### src/rtl/maxpool_layer_sched.sv
// maxpool_layer_sched: per-layer window scheduler around the maxpool AXIS wrapper.
// A descriptor opens one layer. The scheduler holds the maxpool mode steady for
// that layer and forwards only the beats that belong to it in each direction.
// It regenerates tlast from its own beat counters and raises sticky flags when
// the stream framing or the descriptor is inconsistent.
module maxpool_layer_sched #(
  parameter int DATA_WIDTH = 16,
  parameter int CONV_CORES = 1,
  parameter int CNT_WIDTH  = 20
) (
  input  logic                             aclk,
  input  logic                             aresetn,

  input  logic                             cfg_valid,
  output logic                             cfg_ready,
  input  logic                             cfg_mode,
  input  logic [CNT_WIDTH-1:0]             cfg_in_beats,
  input  logic [CNT_WIDTH-1:0]             cfg_out_beats,

  input  logic                             s_axis_tvalid,
  output logic                             s_axis_tready,
  input  logic                             s_axis_tlast,
  input  logic [DATA_WIDTH*CONV_CORES-1:0] s_axis_tdata,

  output logic                             mp_s_axis_tvalid,
  input  logic                             mp_s_axis_tready,
  output logic                             mp_s_axis_tlast,
  output logic [DATA_WIDTH*CONV_CORES-1:0] mp_s_axis_tdata,
  output logic                             mp_max_mode,

  input  logic                             mp_m_axis_tvalid,
  output logic                             mp_m_axis_tready,
  input  logic                             mp_m_axis_tlast,
  input  logic [DATA_WIDTH*CONV_CORES-1:0] mp_m_axis_tdata,

  output logic                             m_axis_tvalid,
  input  logic                             m_axis_tready,
  output logic                             m_axis_tlast,
  output logic [DATA_WIDTH*CONV_CORES-1:0] m_axis_tdata,

  output logic                             busy,
  output logic                             layer_done,
  output logic                             err_tlast,
  output logic                             err_cfg
);

  localparam logic [CNT_WIDTH-1:0] CNT_ZERO = '0;
  localparam logic [CNT_WIDTH-1:0] CNT_ONE  = {{(CNT_WIDTH-1){1'b0}}, 1'b1};

  typedef enum logic [1:0] {
    ST_IDLE  = 2'd0,
    ST_RUN   = 2'd1,
    ST_DRAIN = 2'd2,
    ST_DONE  = 2'd3
  } state_t;

  state_t               state;
  state_t               state_next;
  logic [CNT_WIDTH-1:0] in_beats;
  logic [CNT_WIDTH-1:0] out_beats;
  logic [CNT_WIDTH-1:0] in_cnt;
  logic [CNT_WIDTH-1:0] out_cnt;

  logic in_open;
  logic out_open;
  logic in_hs;
  logic out_hs;
  logic in_last;
  logic out_last;
  logic cfg_hs;
  logic cfg_bad;

  // Both windows are also closed while reset is held, so that nothing is accepted mid-abort.
  always_comb begin
    in_open  = aresetn && (state == ST_RUN) && (in_cnt < in_beats);
    out_open = aresetn && ((state == ST_RUN) || (state == ST_DRAIN)) && (out_cnt < out_beats);
    in_last  = (in_cnt == in_beats - CNT_ONE);
    out_last = (out_cnt == out_beats - CNT_ONE);
    in_hs    = s_axis_tvalid && mp_s_axis_tready && in_open;
    out_hs   = mp_m_axis_tvalid && m_axis_tready && out_open;
    cfg_hs   = cfg_valid && cfg_ready;
    cfg_bad  = (cfg_in_beats == CNT_ZERO) || (cfg_out_beats == CNT_ZERO);
  end

  // Stream gating: data passes straight through, and tlast is rebuilt from the counters.
  always_comb begin
    mp_s_axis_tvalid = s_axis_tvalid && in_open;
    s_axis_tready    = mp_s_axis_tready && in_open;
    mp_s_axis_tdata  = s_axis_tdata;
    mp_s_axis_tlast  = in_open && in_last;
    m_axis_tvalid    = mp_m_axis_tvalid && out_open;
    mp_m_axis_tready = m_axis_tready && out_open;
    m_axis_tdata     = mp_m_axis_tdata;
    m_axis_tlast     = out_open && out_last;
  end

  // Next-state and status decode for the layer sequencer.
  always_comb begin
    state_next = state;
    cfg_ready  = 1'b0;
    busy       = 1'b0;
    layer_done = 1'b0;
    case (state)
      ST_IDLE: begin
        cfg_ready = aresetn;
        if (cfg_hs && !cfg_bad) begin
          state_next = ST_RUN;
        end
      end
      ST_RUN: begin
        busy = 1'b1;
        if (in_hs && in_last) begin
          if ((out_cnt == out_beats) || (out_hs && out_last)) begin
            state_next = ST_DONE;
          end else begin
            state_next = ST_DRAIN;
          end
        end
      end
      ST_DRAIN: begin
        busy = 1'b1;
        if (out_hs && out_last) begin
          state_next = ST_DONE;
        end
      end
      ST_DONE: begin
        layer_done = 1'b1;
        state_next = ST_IDLE;
      end
      default: begin
        state_next = ST_IDLE;
      end
    endcase
  end

  // Sequencer state register.
  always_ff @(posedge aclk) begin
    if (!aresetn) begin
      state <= ST_IDLE;
    end else begin
      state <= state_next;
    end
  end

  // Descriptor latch, beat counters and sticky error flags.
  always_ff @(posedge aclk) begin
    if (!aresetn) begin
      mp_max_mode <= 1'b0;
      in_beats    <= '0;
      out_beats   <= '0;
      in_cnt      <= '0;
      out_cnt     <= '0;
      err_tlast   <= 1'b0;
      err_cfg     <= 1'b0;
    end else if (cfg_hs) begin
      if (cfg_bad) begin
        err_cfg <= 1'b1;
      end else begin
        mp_max_mode <= cfg_mode;
        in_beats    <= cfg_in_beats;
        out_beats   <= cfg_out_beats;
        in_cnt      <= '0;
        out_cnt     <= '0;
        err_tlast   <= 1'b0;
        err_cfg     <= 1'b0;
      end
    end else begin
      if (in_hs) begin
        in_cnt <= in_cnt + CNT_ONE;
        if (s_axis_tlast != in_last) begin
          err_tlast <= 1'b1;
        end
      end
      if (out_hs) begin
        out_cnt <= out_cnt + CNT_ONE;
        if (mp_m_axis_tlast != out_last) begin
          err_tlast <= 1'b1;
        end
      end
    end
  end

endmodule

### config.mk
export PLATFORM = sky130hd
export DESIGN_NAME = maxpool_layer_sched
export DESIGN_NICKNAME = d
export VERILOG_FILES = /design/src/rtl/maxpool_layer_sched.sv
export SDC_FILE = /design/constraint.sdc
export NUM_CORES = 1
export LEC_CHECK = 0
export ABC_CLOCK_PERIOD_IN_PS = 4000
export CORE_UTILIZATION = 25
export CTS_CLUSTER_DIAMETER = 120
export DETAILED_ROUTE_END_ITERATION = 10
export HOLD_SLACK_MARGIN = 0.05
export RECOVER_POWER = 50
export SKIP_CTS_REPAIR_TIMING = 1
export SLEW_MARGIN = 10
export SYNTH_ARGS = -nofsm -noshare
export SYNTH_HDL_FRONTEND = slang
export SYNTH_SLANG_ARGS = --single-unit
### constraint.sdc
create_clock -name aclk -period 4 [get_ports aclk]
set_clock_uncertainty 0.05 [all_clocks]
set_input_delay 1 -clock aclk [delete_from_list [all_inputs] [get_ports aclk]]
set_output_delay 1 -clock aclk [all_outputs]
set_load 0.02 [all_outputs]
==> flow_summary.yaml, run 1 <==
finish:
  nets: 1067
  multiInputGateArea_sq_um: 4320
  syn2layout_area_growth_pct: 22.20
  drive_above_1_share: 0.1318
  fillCellCount: 2805
  register_area_sq_um: 1702
  final_core_util: 0.3104
  antennaDiodeCount: 0
  fin_area_sq_um: 8065
synth:
  synthFlopType: "dfxtp_1"
  synth_fp_nets: 993
  postSynthAreaPerCell_sq_um: 7.657
  synth_cell_types: 78
  syn_area_sq_um: 6600
  synthTopCellsByArea: "dfxtp_1 26%, ha_1 9.3%, a21oi_1 7.2%"
  synth_edf_count: 0
  synth-seq-cells: 85
  synth-seq-area-share: 0.2578
  synth_top_area_frac: 0.2578
  yosysWarnings: 0
  async_flop_share: 0
  synth_top_cell_by_area: "dfxtp_1"
  synth_cells: 862
sta:
  layout_setup_ws_ns: 0.08326
  layout_min_cycle_time_ns: 3.917
  relSlewSlack: 0.4368
  hold_viol: 0
  rsz0062_at_grt: "yes"
  setup_viol: 0
  finalHoldWorstSlack_ns: 0.4068
  fmaxAchievable_mhz: 255.3
  fin_crit_sh: 0.9792
  tightest_slew_ns: 0.8448
  slew_viol_final: 0
cts:
  cts_tree: "built"
  worstSkewPairLatency_ns: 0.35
  clock-root-buffer: "clkbuf_16"
  cts.reportedPaths.clkPinSlew_ns: 0.06
  numCtsBuffers: 9
  clock-sinks: 85
  cts_max_path_buffers: 2
  htree_levels: 3
grt:
  grt_max_degree: 56
  grt_pass1_wl_mm: 30.27
  grt_pass1_vias: 6121
  antenna_found_initial: 0
  grt_overflow_total: 0
  track_usage: 0.1420
routing:
  routed_via_density: 4.990
  drc_errors: 0
  initialDrtViolationCount: 303
  dr.pass1.iters: 5
  wl_per_cell_um: 14.60
  ant_nets: 0
  finalWirelength_mm: 18.63
  via_count: 6367
pwr:
  p_int_mw: 1.933
  sequentialPowerShare: 0.310
  p_comb_frac: 0.432
  clkPwrFrac: 0.258
  p_leak_nw: 3.018
  p_switching_mw: 1.185
  netSwitchingFraction: 0.3800
  power_per_cell_area_nw_per_um2: 386.6
  ir_worst_vdd_uv: 188.3
worst_setup_path:
  critPathKind: "primary input to output port"
  crit_start: "aresetn"
  crit_path_start_kind: "primary input"
  crit_path_top_delay_cell: "or4b_4"
  slowest_delay_ns: 0.51
  cp-end-kind: "output port"
  crit_arrival_ns: 2.87
  cp_max_fo: 3
  path_cells: "clkdlybuf4s50_1 > o2111ai_2 > a2111oi_4 > or4b_4 > nand2_2 > and3_1 > clkbuf_2"
  reg2reg_from: "out_beats[7]$_SDFFE_PN0P_"
  critPathRequiredTime_ns: 2.95
placement:
  place_area_sq_um: 7779
  dp_slack_ns: -0.5471
  numPortBuffers: 61
  gp_congestion: 0.8215
  place_hpwl_mm: 14.57
floorplanning:
  ios: 126
  rows: 59
  dieWidth_um: 164.5
  start_util: 0.2540
  die_h_um: 164.5
  die_area_sq_um: 27050
  coreArea_sq_um: 25980
worst_hold_path:
  min_path_type: "flop to flop"
  hp-start: "mp_max_mode$_SDFFE_PN0P_"
flow_run:
  drv_cap: 0
run_status:
  status: "finished, final reports clean"
state kept, by name, summed over array words and instances, names as in the netlist:
name and flops:
mp_max_mode 1, in_cnt 20, in_beats 20, err_cfg 1, out_beats 20, out_cnt 20
err_tlast 1, state 2
final cells by class:
class | count | area share
Clock buffer | 11 | 0.03010
Clock inverter | 5 | 0.004499
Inverter | 55 | 0.02560
Multi-Input combinational cell | 652 | 0.5357
Sequential cell | 85 | 0.2110
Tap cell | 335 | 0.05197
Timing Repair Buffer | 133 | 0.1412
path summary, 6_finish.rpt:
kind                         endpoint  slack [ns]  cells after the start
max                   mp_s_axis_tlast        0.08                      7
min          mp_max_mode$_SDFFE_PN0P_        0.41                      2
max reg2reg   out_cnt[5]$_SDFFE_PN0P_        0.76                     12
min reg2reg  mp_max_mode$_SDFFE_PN0P_        0.41                      2
cells by family after synthesis:
kind of cell | count (synthesis) | share of synthesized area
buf+inv | 125 | 0.09592
fa+ha+maj | 49 | 0.09289
mux | 7 | 0.01062
xor+xnor | 53 | 0.07033
compound gates | 196 | 0.1909
flops | 85 | 0.2578
simple gates | 347 | 0.2815
layer usage:
layer  vias to the layer above  global-route usage  share of wire
li1                       3201                   -              -
met3                        20             0.02562          0.036
met1                      3027              0.1676           0.45
met4                         0             0.04295          0.016
met5                         -                   0              0
met2                       119              0.2585           0.50
placed cells by master (no fill, tap or decap), types with 14 or more instances in the layout:
master	count
a21oi_1	95
and3_1	20
buf_4	68
clkdlybuf4s50_1	50
dfxtp_1	85
ha_1	49
inv_1	54
nand2_1	117
nand3_1	22
nand3b_1	22
nand4_1	14
nor2_1	37
nor3_1	31
nor4_1	21
o21ai_0	39
xnor2_1	37
xor2_1	16
power groups by stage:
| stage | registers [mW] | clock network, mW | logic (mW) |
|---|---|---|---|
| 5_1_grt | 0.976 | 0.862 | 1.48 |
| 4_1_cts | 0.966 | 0.826 | 1.36 |
| 2_1_floorplan | 0.983 | 0 | 0.935 |
| 3_3_place_gp | 0.984 | 0 | 1.34 |
| 3_5_place_dp | 0.985 | 0 | 1.35 |
| 6_report | 0.965 | 0.805 | 1.35 |
synth_stat cells (5+ instances only):
| cell | n |
|---|---|
| nand2_1 | 118 |
| a21oi_1 | 95 |
| dfxtp_1 | 85 |
| inv_1 | 54 |
| ha_1 | 49 |
| o21ai_0 | 39 |
| nor2_1 | 38 |
| xnor2_1 | 37 |
| buf_4 | 33 |
| nor3_1 | 32 |
| clkbuf_1 | 27 |
| nand3_1 | 22 |
| nand3b_1 | 22 |
| nor4_1 | 22 |
| and3_1 | 20 |
| xor2_1 | 16 |
| nand4_1 | 14 |
| or3_1 | 9 |
| or4_1 | 8 |
| mux2i_1 | 7 |
| and2_1 | 6 |
| nand2b_1 | 6 |
| a211oi_1 | 5 |
| buf_6 | 5 |
| o211ai_1 | 5 |
critical path: cells and delay by family:
| family | cells | cell delay (ns) |
|---|---|---|
| buffers and inverters | 2 | 0.67 |
| AND/OR/NAND/NOR | 3 | 0.77 |
| AO/OA/AOI/OAI | 2 | 0.42 |
metrics by stage:
step / total power, mW / instances / TNS (ns)
final: 3.118 / 1276 / 0
after global routing: 3.321 / 1276 / -0.1294
after CTS: 3.152 / 1276 / -2.259
after detailed placement: 2.337 / 1260 / -1.961
after global placement: 2.323 / 1260 / -1.772
after floorplan: 1.918 / 862 / 0
(Power assumes the default switching activity.)
==> run 2, diff against run 1 <==
--- a/config.mk
+++ b/config.mk
@@ -6,6 +6,7 @@
 export NUM_CORES = 1
 export LEC_CHECK = 0
 export ABC_CLOCK_PERIOD_IN_PS = 4000
+export CORE_ASPECT_RATIO = 0.75
 export CORE_UTILIZATION = 25
 export CTS_CLUSTER_DIAMETER = 120
 export DETAILED_ROUTE_END_ITERATION = 10
==> flow_summary.yaml, run 2 (synthesis gave the netlist of run 1 again) <==
sta:
  rsz0062_at_grt: "yes"
  relSlewSlack: 0.3940
  fin_crit_sh: 0.9758
  setup_viol: 0
  fmaxAchievable_mhz: 256.2
  layout_min_cycle_time_ns: 3.903
  tns_ns: 0
  hold_viol: 0
  layout_setup_ws_ns: 0.09676
  slew_viol_final: 0
  tightest_slew_ns: 0.9091
grt:
  antenna_found_initial: 1
  grt_busiest_layer: "met1"
  grt_use_met3: 0.02212
  use_met2: 0.1916
  grt_overflow_total: 0
  grt_max_degree: 61
  use_met1: 0.2280
  grt_pass1_wl_mm: 30.66
  grt_pass1_vias: 5603
  track_usage: 0.1443
pwr:
  p_switching_mw: 1.173
  netSwitchingFraction: 0.3800
  clkPwrFrac: 0.253
  p_leak_nw: 3.022
  sequentialPowerShare: 0.317
  p_int_mw: 1.913
  power_per_cell_area_nw_per_um2: 382.5
  ir_worst_vdd_uv: 218.8
  p_comb_frac: 0.431
placement:
  numPortBuffers: 61
  place_hpwl_mm: 14.76
  dp_slack_ns: -0.5565
  gp_congestion: 0.8528
finish:
  antennaDiodeCount: 0
  nets: 1069
  drive_above_1_share: 0.1294
  syn2layout_area_growth_pct: 22.24
  final_cell_mix: "117 x nand2_1, 95 x a21oi_1, 85 x dfxtp_1"
  final_common_cell: "nand2_1"
routing:
  dr.pass1.iters: 5
  finalWirelength_mm: 19.22
  via_count: 6364
  wl_per_cell_um: 14.94
  drc_errors: 0
  initialDrtViolationCount: 468
  routed_via_density: 4.945
  ant_nets: 0
floorplanning:
  die_h_um: 142.7
  dieWidth_um: 189.6
  coreArea_sq_um: 25970
  rows: 51
  start_util: 0.2541
  die_area_sq_um: 27060
  ios: 126
worst_setup_path:
  cp_max_fo: 3
  cp-end-kind: "output port"
  critPathKind: "primary input to output port"
  crit_arrival_ns: 2.85
  critPathRequiredTime_ns: 2.95
  crit_path_start_kind: "primary input"
cts:
  numCtsBuffers: 9
  cts_max_path_buffers: 2
  cts_tree: "built"
  clock-sinks: 85
  clock-root-buffer: "clkbuf_16"
  cts.reportedPaths.clkPinSlew_ns: 0.06
  worstSkewPairLatency_ns: 0.35
  htree_levels: 3
flow_run:
  drv_cap: 0
run_status:
  status: "finished, final reports clean"
worst_hold_path:
  min_path_type: "flop to flop"
## run 2: stage by stage
| stage | hold WS (ns) | std cells | total power, mW | utilization | area [sq um] |
|---|---|---|---|---|---|
| 5_1_grt | 0.4503 | 1287 | 3.277 | 0.3106 | 8068 |
| 3_3_place_gp | 0.3916 | 1269 | 2.305 | 0.2999 | 7787 |
| 2_1_floorplan | 0.4108 | 862 | 1.918 | - | 6600 |
| 4_1_cts | 0.4060 | 1285 | 3.094 | 0.3096 | 8041 |
| 6_report | 0.4017 | 1287 | 3.086 | 0.3106 | 8068 |
| 3_5_place_dp | 0.3993 | 1269 | 2.319 | 0.2999 | 7787 |
## run 2: worst paths after layout
kind / start / endpoint / slack [ns] / cells after the start
hold / removal: mp_max_mode$_SDFFE_PN0P_ / mp_max_mode$_SDFFE_PN0P_ / 0.40 / 2
setup reg to reg: out_beats[7]$_SDFFE_PN0P_ / out_cnt[8]$_SDFFE_PN0P_ / 0.60 / 14
setup / recovery: aresetn / mp_s_axis_tlast / 0.1 / 7
hold reg to reg: mp_max_mode$_SDFFE_PN0P_ / mp_max_mode$_SDFFE_PN0P_ / 0.40 / 2
## run 2: layer usage
| layer | share of wire | up-vias |
|---|---|---|
| li1 | - | 3213 |
| met5 | 0.00057 | - |
| met2 | 0.39 | 173 |
| met3 | 0.051 | 21 |
| met1 | 0.55 | 2955 |
| met4 | 0.015 | 2 |
## run 2: power groups by stage
stage / clock network [mW] / logic (mW) / registers, mW
floorplan: 0 / 0.935 / 0.983
global placement: 0 / 1.31 / 0.993
detailed placement: 0 / 1.32 / 0.995
CTS: 0.788 / 1.33 / 0.977
global route: 0.829 / 1.46 / 0.987
finish: 0.780 / 1.33 / 0.977
## run 2: area by class of cell
class,count,area [sq um]
flip-flops and latches,85,1702
repair buffers,135,1154
inverters,55,206.4
clock inverters,2,10.01
clock buffers,14,244.0
fillers,2748,17900
multi-input cells,652,4322
well taps,344,430.4
## run 2: worst max-delay path: stages
cell and delay (ns):
clkdlybuf4s50_1 0.50, o2111ai_2 0.17, a2111oi_4 0.24, or4b_4 0.52, nand2_2 0.10, and3_1 0.15
clkbuf_2 0.16
==> patch: new RTL, flow settings as in run 2 <==
Set the parameter `CNT_WIDTH` to 10 (it was 20).
--- a/src/rtl/maxpool_layer_sched.sv
+++ b/src/rtl/maxpool_layer_sched.sv
@@ -6,7 +6,7 @@
 module maxpool_layer_sched #(
   parameter int DATA_WIDTH = 16,
   parameter int CONV_CORES = 1,
-  parameter int CNT_WIDTH  = 20
+  parameter int CNT_WIDTH  = 10
 ) (
   input  logic                             aclk,
   input  logic                             aresetn,
Interface: changed (resized cfg_in_beats and cfg_out_beats); port bits go from 126 to 106. The function was not compared with the original's and may differ.
==> patch against run 2 <==
  * Synthesized area shrank 45%
  * Combinational power shrank 49%
  * Worst setup slack gained 0.16 ns
  * Total power shrank 43%
  * Final area shrank 47%
  * Sequential cell count shrank 40
  * Routed wire length shrank 50%
  * Core utilization shrank 0.59 points
  * Critical path type unchanged
  * Largest cell class unchanged
  * Largest power group unchanged
==> patch: results (changes against run 2) <==
set qor(netlist_top_cells_area) {sky130_fd_sc_hd__dfxtp_1 (25%), sky130_fd_sc_hd__ha_1 (9.9%), sky130_fd_sc_hd__buf_4 (6.6%)} ;# was sky130_fd_sc_hd__dfxtp_1 (26%), sky130_fd_sc_hd__ha_1 (9.3%), sky130_fd_sc_hd__a21oi_1 (7.2%)
set qor(worst_ep_arrival_time_ns) 2.70 ;# was 2.85 ns
set qor(grt_first_pass_wirelength_microns) 15800 ;# was 30,700 microns
set qor(maximum_ir_drop_on_the_vdd_rail_mv) 0.164 ;# was 0.219 mV
set qor(synthDistinctLibCells) 63 ;# was 78
set qor(multiInputCombCellCount) 325 ;# was 652
set qor(power_frac_comb) 0.390 ;# was 0.431
set qor(power.share.switching) 0.340 ;# was 0.380
set qor(reg2reg_setup_slack_ns) 0.75 ;# was 0.60 ns
set qor(grt_start_max_net_pins) 47 ;# was 61
set qor(share_seq_of_total_power) 0.306 ;# was 0.317
set qor(reg_to_reg_startpoint) {out_cnt[6]} ;# was out_beats[7]
set qor(groute.usage.overall) 0.135 ;# was 0.144
set qor(worst_skew_pair.late_latency_ns) 0.29 ;# was 0.35 ns
set qor(cp_top_family) {buffers and inverters} ;# was simple AND/OR/NAND/NOR gates
set qor(worstHoldStart) {err_cfg} ;# was mp_max_mode
set qor(detailroute.via_count) 3108 ;# was 6,364
set qor(flip_flop_and_latch_share_of_the_layout_cell_area) 0.211 ;# about the same
set qor(static-leakage-power_nw) 1.69 ;# was 3.02 nW
set qor(synthesis.nets) 540 ;# was 993
set qor(drive_gt1_frac) 0.0873 ;# was 0.129
set qor(grt_pass1_vias) 3015 ;# was 5,603
set qor(worst_hold_path.endpoint) {err_cfg} ;# was mp_max_mode
set qor(inverters_excl_clock) 29 ;# was 55
set qor(critical_path.max_stage_delay_ns) 0.64 ;# was 0.52 ns
set qor(multi_input_area_share) 0.546 ;# was 0.536
set qor(numClockSinks) 45 ;# was 85
set qor(routedWlPerCell_microns) 14.8 ;# was 14.9 microns
set qor(status) {finished, final reports clean} ;# unchanged
set qor(actual_slew_at_the_worst_max_slew_pin_ns) 0.806 ;# was 0.909 ns
set qor(layout.non_clock_buffers) 51 ;# was 135
set qor(antenna_violations_before_repair) 0 ;# was 1
set qor(power_density_mw_per_mm2) 410 ;# was 382 mW/mm^2
set qor(clock_network_area_share) 0.0446 ;# was 0.0315
set qor(nets) 548 ;# was 1,069
set qor(htreeDepth) 2 ;# was 3
-- patch: cell types whose count changed after synthesis, moves of 14 or more --
| cell | change |
|---|---|
| sky130_fd_sc_hd__a21boi_0 | +14 |
| sky130_fd_sc_hd__a21oi_1 | -84 |
| sky130_fd_sc_hd__clkbuf_1 | -15 |
| sky130_fd_sc_hd__dfxtp_1 | -40 |
| sky130_fd_sc_hd__ha_1 | -20 |
| sky130_fd_sc_hd__inv_1 | -26 |
| sky130_fd_sc_hd__nand2_1 | -78 |
| sky130_fd_sc_hd__nand3b_1 | -16 |
| sky130_fd_sc_hd__nor2b_1 | +18 |
| sky130_fd_sc_hd__nor3_1 | -25 |
| sky130_fd_sc_hd__nor4_1 | -16 |
| sky130_fd_sc_hd__o21ai_0 | -23 |
| sky130_fd_sc_hd__xnor2_1 | -21 |
-- patch: routing by layer --
metal / vias to the layer above / wire (microns) / part of all wire / track usage
met5: - / 0 / 0 / 0
met4: 0 / 66 / 0.0068 / 0.0346
met3: 7 / 737 / 0.076 / 0.0397
met2: 93 / 3520 / 0.36 / 0.177
met1: 1456 / 5350 / 0.55 / 0.208
li1: 1552 / - / - / -
-- patch: through the flow --
stage	instances	cell area, sq um	setup slack (ns)	hold WS, ns	utilization
floorplan	449	3660	0.934	0.413	-
global placement	645	4070	0.0419	0.401	0.291
detailed placement	645	4070	-0.00557	0.411	0.291
CTS	653	4260	-0.0350	0.416	0.304
global route	653	4260	0.0596	0.432	0.305
finish	653	4260	0.255	0.412	0.305
-- patch: logic make-up after synthesis --
group | share of synthesized area
xor gates and xnor gates | 0.0667
and+or+nand+nor | 0.255
buffers and inverters | 0.118
adders and majority gates | 0.0992
DFF | 0.246
muxes | 0.0411
AOI/OAI and AO/OA | 0.174
